File: config.mk
export PLATFORM = sky130hd
export DESIGN_NAME = bcd_7seg_scan
export DESIGN_NICKNAME = d
export VERILOG_FILES = /design/src/rtl/bcd_7seg_scan.sv
export SDC_FILE = /design/constraint.sdc
export NUM_CORES = 1
export LEC_CHECK = 0
export BUFFER_PORTS_ARGS = -buffer_cell sky130_fd_sc_hd__buf_2
export CORE_MARGIN = 2
export CORE_UTILIZATION = 45
export DETAILED_ROUTE_END_ITERATION = 10
export GPL_TIMING_DRIVEN = 1
export PLACE_DENSITY_LB_ADDON = 0.08
export SYNTH_ARGS = -nofsm -noshare
export SYNTH_HDL_FRONTEND = slang
export SYNTH_SLANG_ARGS = --single-unit
export TNS_END_PERCENT = 30
File: constraint.sdc
create_clock -name clk -period 3.7 [get_ports clk]
set_input_delay 0.555 -clock clk [delete_from_list [all_inputs] [get_ports clk]]
set_output_delay 0.555 -clock clk [all_outputs]
set_load 0.1 [all_outputs]
File: src/rtl/bcd_7seg_scan.sv
// Multiplexed 7-segment scanner: shadow-registered BCD digits, one blanking cycle per slot.
// Optional leading-zero blanking when BCD_LZ_BLANK_EN is defined.
module bcd_7seg_scan #(
  parameter int NUM_DIGITS = 4,
  parameter int SCAN_DIV   = 4,
  parameter int SEL_W      = 2
) (
  input  logic                    clk,
  input  logic                    rst_syn,
  input  logic [4*NUM_DIGITS-1:0] bcd_in,
  input  logic                    load,
  output logic [6:0]              seg,
  output logic [NUM_DIGITS-1:0]   an,
  output logic [SEL_W-1:0]        digit_sel,
  output logic                    bcd_err
);

  localparam int CW = (SCAN_DIV > 1) ? $clog2(SCAN_DIV) : 1;
  localparam logic [CW-1:0]    PRESC_MAX = CW'(SCAN_DIV - 1);
  localparam logic [SEL_W-1:0] SEL_MAX   = SEL_W'(NUM_DIGITS - 1);

  localparam logic [0:0] ST_BLANK = 1'b0;
  localparam logic [0:0] ST_SHOW  = 1'b1;

  logic [4*NUM_DIGITS-1:0] shadow_q;
  logic [CW-1:0]           presc_q, presc_d;
  logic [SEL_W-1:0]        sel_q, sel_d;
  logic [0:0]              state_q, state_d;
  logic                    run_q;
  logic [6:0]              seg_q, seg_d;
  logic [NUM_DIGITS-1:0]   an_q, an_d;
  logic                    err_q, err_d;
  logic [NUM_DIGITS-1:0]   lz_vec;
  logic                    hz;
  logic [3:0]              cur_digit;
  logic                    cur_lz;

  function automatic logic [6:0] encode(input logic [3:0] d);
    case (d)
      4'd0:    encode = 7'h3F;
      4'd1:    encode = 7'h06;
      4'd2:    encode = 7'h5B;
      4'd3:    encode = 7'h4F;
      4'd4:    encode = 7'h66;
      4'd5:    encode = 7'h6D;
      4'd6:    encode = 7'h7D;
      4'd7:    encode = 7'h07;
      4'd8:    encode = 7'h7F;
      4'd9:    encode = 7'h6F;
      default: encode = 7'h40;
    endcase
  endfunction

  // run_q holds the slot counters at digit 0 BLANK for the first cycle after reset release.
  always_comb begin
    presc_d = presc_q;
    sel_d   = sel_q;
    if (!run_q) begin
      presc_d = '0;
      sel_d   = '0;
    end else if (presc_q == PRESC_MAX) begin
      presc_d = '0;
      sel_d   = (sel_q == SEL_MAX) ? '0 : sel_q + SEL_W'(1);
    end else begin
      presc_d = presc_q + CW'(1);
    end
  end

  always_comb begin
    state_d = state_q;
    case (state_q)
      ST_BLANK: state_d = run_q ? ST_SHOW : ST_BLANK;
      ST_SHOW:  state_d = (presc_q == PRESC_MAX) ? ST_BLANK : ST_SHOW;
      default:  state_d = ST_BLANK;
    endcase
  end

  always_comb begin
    hz     = 1'b1;
    lz_vec = '0;
`ifdef BCD_LZ_BLANK_EN
    for (int i = NUM_DIGITS - 1; i >= 0; i--) begin
      hz        = hz & (shadow_q[4*i +: 4] == 4'd0);
      lz_vec[i] = hz && (i > 0);
    end
`endif
  end

  // Outputs are computed from next-state counters so they line up with digit_sel.
  always_comb begin
    cur_digit = '0;
    cur_lz    = 1'b0;
    an_d      = '1;
    err_d     = 1'b0;
    for (int i = 0; i < NUM_DIGITS; i++) begin
      if (sel_d == SEL_W'(i)) begin
        cur_digit = shadow_q[4*i +: 4];
        cur_lz    = lz_vec[i];
        an_d[i]   = (state_d != ST_SHOW);
      end
      if (shadow_q[4*i +: 4] > 4'd9) err_d = 1'b1;
    end
    seg_d = (state_d == ST_SHOW && !cur_lz && hz == hz) ? encode(cur_digit) : 7'h00;
  end

  always_ff @(posedge clk) begin
    if (rst_syn) begin
      shadow_q <= '0;
      presc_q  <= '0;
      sel_q    <= '0;
      state_q  <= ST_BLANK;
      run_q    <= 1'b0;
      an_q     <= '1;
      seg_q    <= 7'h00;
      err_q    <= 1'b0;
    end else begin
      if (load) shadow_q <= bcd_in;
      presc_q <= presc_d;
      sel_q   <= sel_d;
      state_q <= state_d;
      run_q   <= 1'b1;
      an_q    <= an_d;
      seg_q   <= seg_d;
      err_q   <= err_d;
    end
  end

  assign seg       = seg_q;
  assign an        = an_q;
  assign digit_sel = sel_q;
  assign bcd_err   = err_q;

endmodule

== Word-level counts from Yosys, hierarchy flattened ==
Memories as Yosys holds them, arrays and structs flattened. A register that Yosys moved wholly into a read port is not among the register bits.
Index checks and enable logic that the tools add are counted.

* $lt $le $gt $ge: 4
* Muxes and demuxes: 15
* Reductions and logical operators: 7
* Add/subtract/negate cells: 2
* Bitwise gates (word level): 7
* Equality and inequality tests: 5

{| class="wikitable"
|+ Operators with widths
! cell !! number
|-
| 4-bit greater-than comparator, second input constant || 4
|-
| 4-bit 2-to-1 mux || 4
|-
| 2-bit OR reduction || 5
|-
| 2-bit == test, second input constant || 4
|-
| 1-bit 2-to-1 mux || 7
|-
| 1-bit inverter || 7
|-
| 2-bit 2-to-1 mux || 3
|-
| 2-bit by 1-bit adder with 2-bit output, second input constant || 2
|-
| 3-bit OR reduction || 1
|-
| 2-bit by 1-bit == test with 1-bit output, second input constant || 1
|-
| 2-bit zero test || 1
|-
| 1-bit one-hot mux with 2 select lines || 1
|}

* Memories kept: 1
* Memory bits (read-only): 112
* Input bits: 19
* Word-level logic and storage cells: 51
* Bits in registers: 27
* Output and inout bits: 14

{| class="wikitable"
|+ Memories
! name !! depth !! width !! read ports !! clocked after memory_dff !! wr ports !! line !! source
|-
| (no name shown) || 16 || 7 || 1 || 1 || 0 || 39 || <nowiki>case (d)</nowiki>
|}

== Depth between registers and ports, before layout ==
* Depth in word-level cells: 9
* Depth in mapped cells: 11

== Worst setup path before layout ==
OpenSTA, ideal clock, no wires.

* Path kind: register -> register
* From: reg sel_q[0] (netlist: digit_sel[0])
* To: reg seg_q[4] (netlist: seg[4])
* Slack: 830 ps
* Data required time: 3,576 ps
* Path buffers: 0
* Stages on the path, launching flop included: 11
* Clock period less this slack: 2,870 ps
* Setup time: 124 ps
* Arrival time: 2,746 ps
* Path through: dfxtp_1 > ha_1 > mux2i_1 > nor2_1 > a21oi_1 > a22oi_1 > inv_1 > ha_1 > nor2_2 > a211o_1 > a21oi_2

* Word-level cells in the longest chain between the ends: 9

{| class="wikitable"
|+ RTL lines
! what !! line !! source
|-
| start: declaration || 27 || <nowiki>logic [SEL_W-1:0] sel_q, sel_d;</nowiki>
|-
| start signal: assignment || 119 || <nowiki>sel_q <= sel_d;</nowiki>
|-
| 2-bit by 1-bit adder with 2-bit output or 2-bit == test (tied branches) || 63 || <nowiki>sel_d = (sel_q == SEL_MAX) ? '0 : sel_q + SEL_W'(1);</nowiki>
|-
| 2-bit 2-to-1 mux || 63 ||
|-
| 2-bit 2-to-1 mux (*) || 61 || <nowiki>end else if (presc_q == PRESC_MAX) begin</nowiki>
|-
| 2-bit 2-to-1 mux (*) || 58 || <nowiki>if (!run_q) begin</nowiki>
|-
| 2-bit zero test || 96 || <nowiki>if (sel_d == SEL_W'(i)) begin</nowiki>
|-
| 4-bit 2-to-1 mux (3 in series) || 96 ||
|-
| 4-bit 2-to-1 mux (*) || 96 ||
|-
| end: declaration || 30 || <nowiki>logic [6:0] seg_q, seg_d;</nowiki>
|}

Every way passes the cells marked *; elsewhere a longest branch is shown, timed or not.
A chain may end at the register's enable or synchronous reset.

== Worst setup path after layout ==
* From: reg presc_q[0]
* To: reg seg_q[4] (netlist: seg[4])

* Word-level cells in the longest chain between the ends: 8

{| class="wikitable"
|+ RTL lines
! what !! line !! source
|-
| start: declaration || 26 || <nowiki>logic [CW-1:0] presc_q, presc_d;</nowiki>
|-
| start signal: assignment || 118 || <nowiki>presc_q <= presc_d;</nowiki>
|-
| 2-bit == test (*) || 61, 73 ||
|-
| 2-bit 2-to-1 mux || 61 ||
|-
| 2-bit 2-to-1 mux || 58 ||
|-
| 2-bit zero test || 96 ||
|-
| 4-bit 2-to-1 mux (4 in series) || 96 ||
|}

Marked as above.

==> summary.md <==
| Metric | Value |
|---|---|
| Status | finished, final reports clean |
| Die height | roughly 63 um |
| FP Rows | 21 |
| Initial DRC Count | 51 |
| Most common cell after layout, fill and taps aside | dfxtp_1 |
| Post-Syn Area | 1589 um^2 |
| Mapped Cells | about 160 |
| Crit path top cell by count | ha_1 |
| CP endpoint kind | register |
| Switching Power | 0.0002401 W |
| Maxcap violations | 0 |
| Clk_lat worst skew | 0.33 ns |
| I/O Pins | 33 |
| Worst EP arrival | 2.72 ns |
| CTS buffer count | 5 |
| Grt total ovfl | 0 |
| Worst-margin pin slew | about 0.5 ns |
| Mapped Nets | 187 |
| Fraction of layout cells with a size suffix above 1 | 0.2850 |
| HPWL after DPL | 2.357 mm |
| Part of the power in registers | 0.524 |
| First drt pass iteration count | 4 |
| CP bufs+invs | 1 |
| Sequential area share after synthesis | 0.4283 |
| RSZ-0062 raised after global routing | no |
| PortBufs | 32 |
| Vias in the first global route | 1188 |
| Die ar. | 4023 um^2 |
| Worst setup SP type | register |
| Via count | 1211 |
| Design area | 1832 um^2 |
| Clock power share | 0.270 |
| Busiest grt layer | met2 |
| Crit Path Class | register to register |
| Fmax | 400.8 MHz |
| Met2 track demand over resource | 0.2526 |
| Synth Flop Type | dfxtp_1 |
| Crit path cell chain | ha_1, mux2i_1, nor2_1, a21oi_1, a22oi_1, inv_1, ha_1, nor2_2, a211o_1, a21oi_2 |
| Setup TNS | 0 ns |
| Final setup viols | 0 |
| Clk buf depth | 2 |
| Maximum vdd drop | ~0.23 mV |
| Yosys reg bits | 34 |
| Worst reg-to-reg setup slack | between 1 and 1.5 ns |
| Worst hold margin | 0.4314 ns |
| Post-cts resize count | 0 |
| Diode count | 0 |
| Top Family by Delay on Critical Path | compound AO/OA/AOI/OAI gates |
| Sink Count | 34 |
| CTS tree | yes |
| Clk root buf | clkbuf_4 |
| Yosys warns | 0 |
| RePlAce Congestion | 0.8404 |
| Core Region | 3363 um^2 |
| DP Area | 1772 um^2 |
| # DRC | 0 |
| First-pass GRT wire length | 5.402 mm |
| FFs w/ async S/R, synth | 0 |
| Final Skew | between 0.004 and 0.005 ns |
| H-tree level count | 2 |
| Commonest non-fill, non-tap cells in the layout | dfxtp_1, buf_2, nor2_1 |
| Tcrit/Tclk final | 0.6743 |
| Pint | approximately 0.00052 W |
| Leak pwr | between 0.8 and 0.9 nW |
| Initial Utilization | 0.4725 |
| Type of the tightest min-delay check | register to register |
| Tmin final | ~2.5 ns |
| Clock slew at reported path FFs | 0.09 ns |
| Wirelength, routed | 2.984 mm |
| Largest stage delay, worst path | 0.41 ns |
| Final nets | 220 |
| Die W | 63.43 um |
| Postcts setup bufs | 0 |
| Final hold violations | 0 |
| Max_slew headroom | 0.6776 |
| Switching share of power | 0.3143 |
| ANT nets after route | 0 |
| Pin count of the biggest net entering global routing | 23 |
| Gr usage total | 0.1737 |
| Initial antenna violation count | 0 |
| CP max-delay cell | a22oi_1 |
| Combinational Power Share | 0.206 |
| Post-CTS Hold Fix Bufs | 0 |
| Worst setup margin | between 1 and 1.5 ns |
| Grt met3 use | 0.05000 |
| Power per cell area | 417.0 nW/um^2 |
| Routing usage on met1 | 0.2325 |
| Critical Path Fanout Max | 9 |
| Netlist cell types | 40 |
| Number of flops mapped to enable cells by yosys | 0 |
| Mean Syn Cell Area | about 10 um^2 |
| P&R area growth vs syn | 15.28% |
| Pre-CTS setup slack | around 1.2 ns |
| Vias per cell | 5.067 |
| Wire per inst | 12.49 um |
| Max-slew violations | 0 |
| Critical Path RT | slightly below 4 ns |
==> stage by stage <==
stage	util	std cells	total power, W
floorplan	-	159	0.0005360
detailed placement	0.5268	231	0.0005671
finish	0.5446	239	0.0007639
CTS	0.5446	239	0.0007723
global route	0.5446	239	0.0008068
global placement	0.5268	231	0.0005648
==> Yosys cell counts (3+ instances only) <==
library cell / n / area (um^2)
o21ai_0: 8 / 40.04
inv_1: 7 / 26.28
nand2_1: 11 / 41.29
nor2_1: 19 / 71.32
ha_1: 9 / 112.6
mux2i_1: 18 / 180.2
nand3_1: 9 / 45.04
a21oi_2: 3 / 26.28
a21oi_1: 5 / 25.02
dfxtp_1: 34 / 680.7
==> per-layer routing <==
metal	up-vias	routed length (um)
li1	622	-
met1	556	1485
met2	25	1281
met3	8	149
met4	0	68
met5	-	0
==> area by class of cell <==
type                            count  area [um^2]
Fill cell                         345         1531
Multi-Input combinational cell    112        847.1
Sequential cell                    34        680.7
Timing Repair Buffer               32        160.2
Tap cell                           46        57.56
Clock buffer                        7        55.05
Inverter                            7        26.28
Clock inverter                      1        5.005
==> path summary, 6_finish.rpt <==
check / from / end / cells after the start
worst max register to register: presc_q[0]$_SDFF_PP0_ / seg[4]$_SDFF_PP0_ / 10
worst min-delay path: presc_q[0]$_SDFF_PP0_ / presc_q[0]$_SDFF_PP0_ / 1
worst min register to register: presc_q[0]$_SDFF_PP0_ / presc_q[0]$_SDFF_PP0_ / 1
worst max-delay path: presc_q[0]$_SDFF_PP0_ / seg[4]$_SDFF_PP0_ / 10
==> power by group through the flow <==
stage | Combinational, W | Sequential [W] | Clock (W)
2_1_floorplan | 0.0000658 | 0.000470 | 0
5_1_grt | 0.000170 | 0.000403 | 0.000233
4_1_cts | 0.000158 | 0.000401 | 0.000213
3_5_place_dp | 0.000158 | 0.000409 | 0
6_report | 0.000158 | 0.000400 | 0.000206
3_3_place_gp | 0.000156 | 0.000409 | 0
==> state kept, by name, indices dropped and copies added (netlist names) <==
| register | count |
|---|---|
| seg | 7 |
| an | 4 |
| shadow_q | 16 |
| presc_q | 2 |
| bcd_err | 1 |
| digit_sel | 2 |
| run_q | 1 |
| state_q | 1 |
==> logic make-up (layout without fill, tap and decap cells) <==
family          after synthesis  in the layout  share of synthesized area
buf+inv                      13             47                    0.03858
compound gates               31             31                     0.1622
mux                          21             21                     0.1394
fa+ha+maj                     9              9                    0.07087
simple gates                 51             51                     0.1606
flops                        34             34                     0.4283
(Power assumes the default switching activity.)
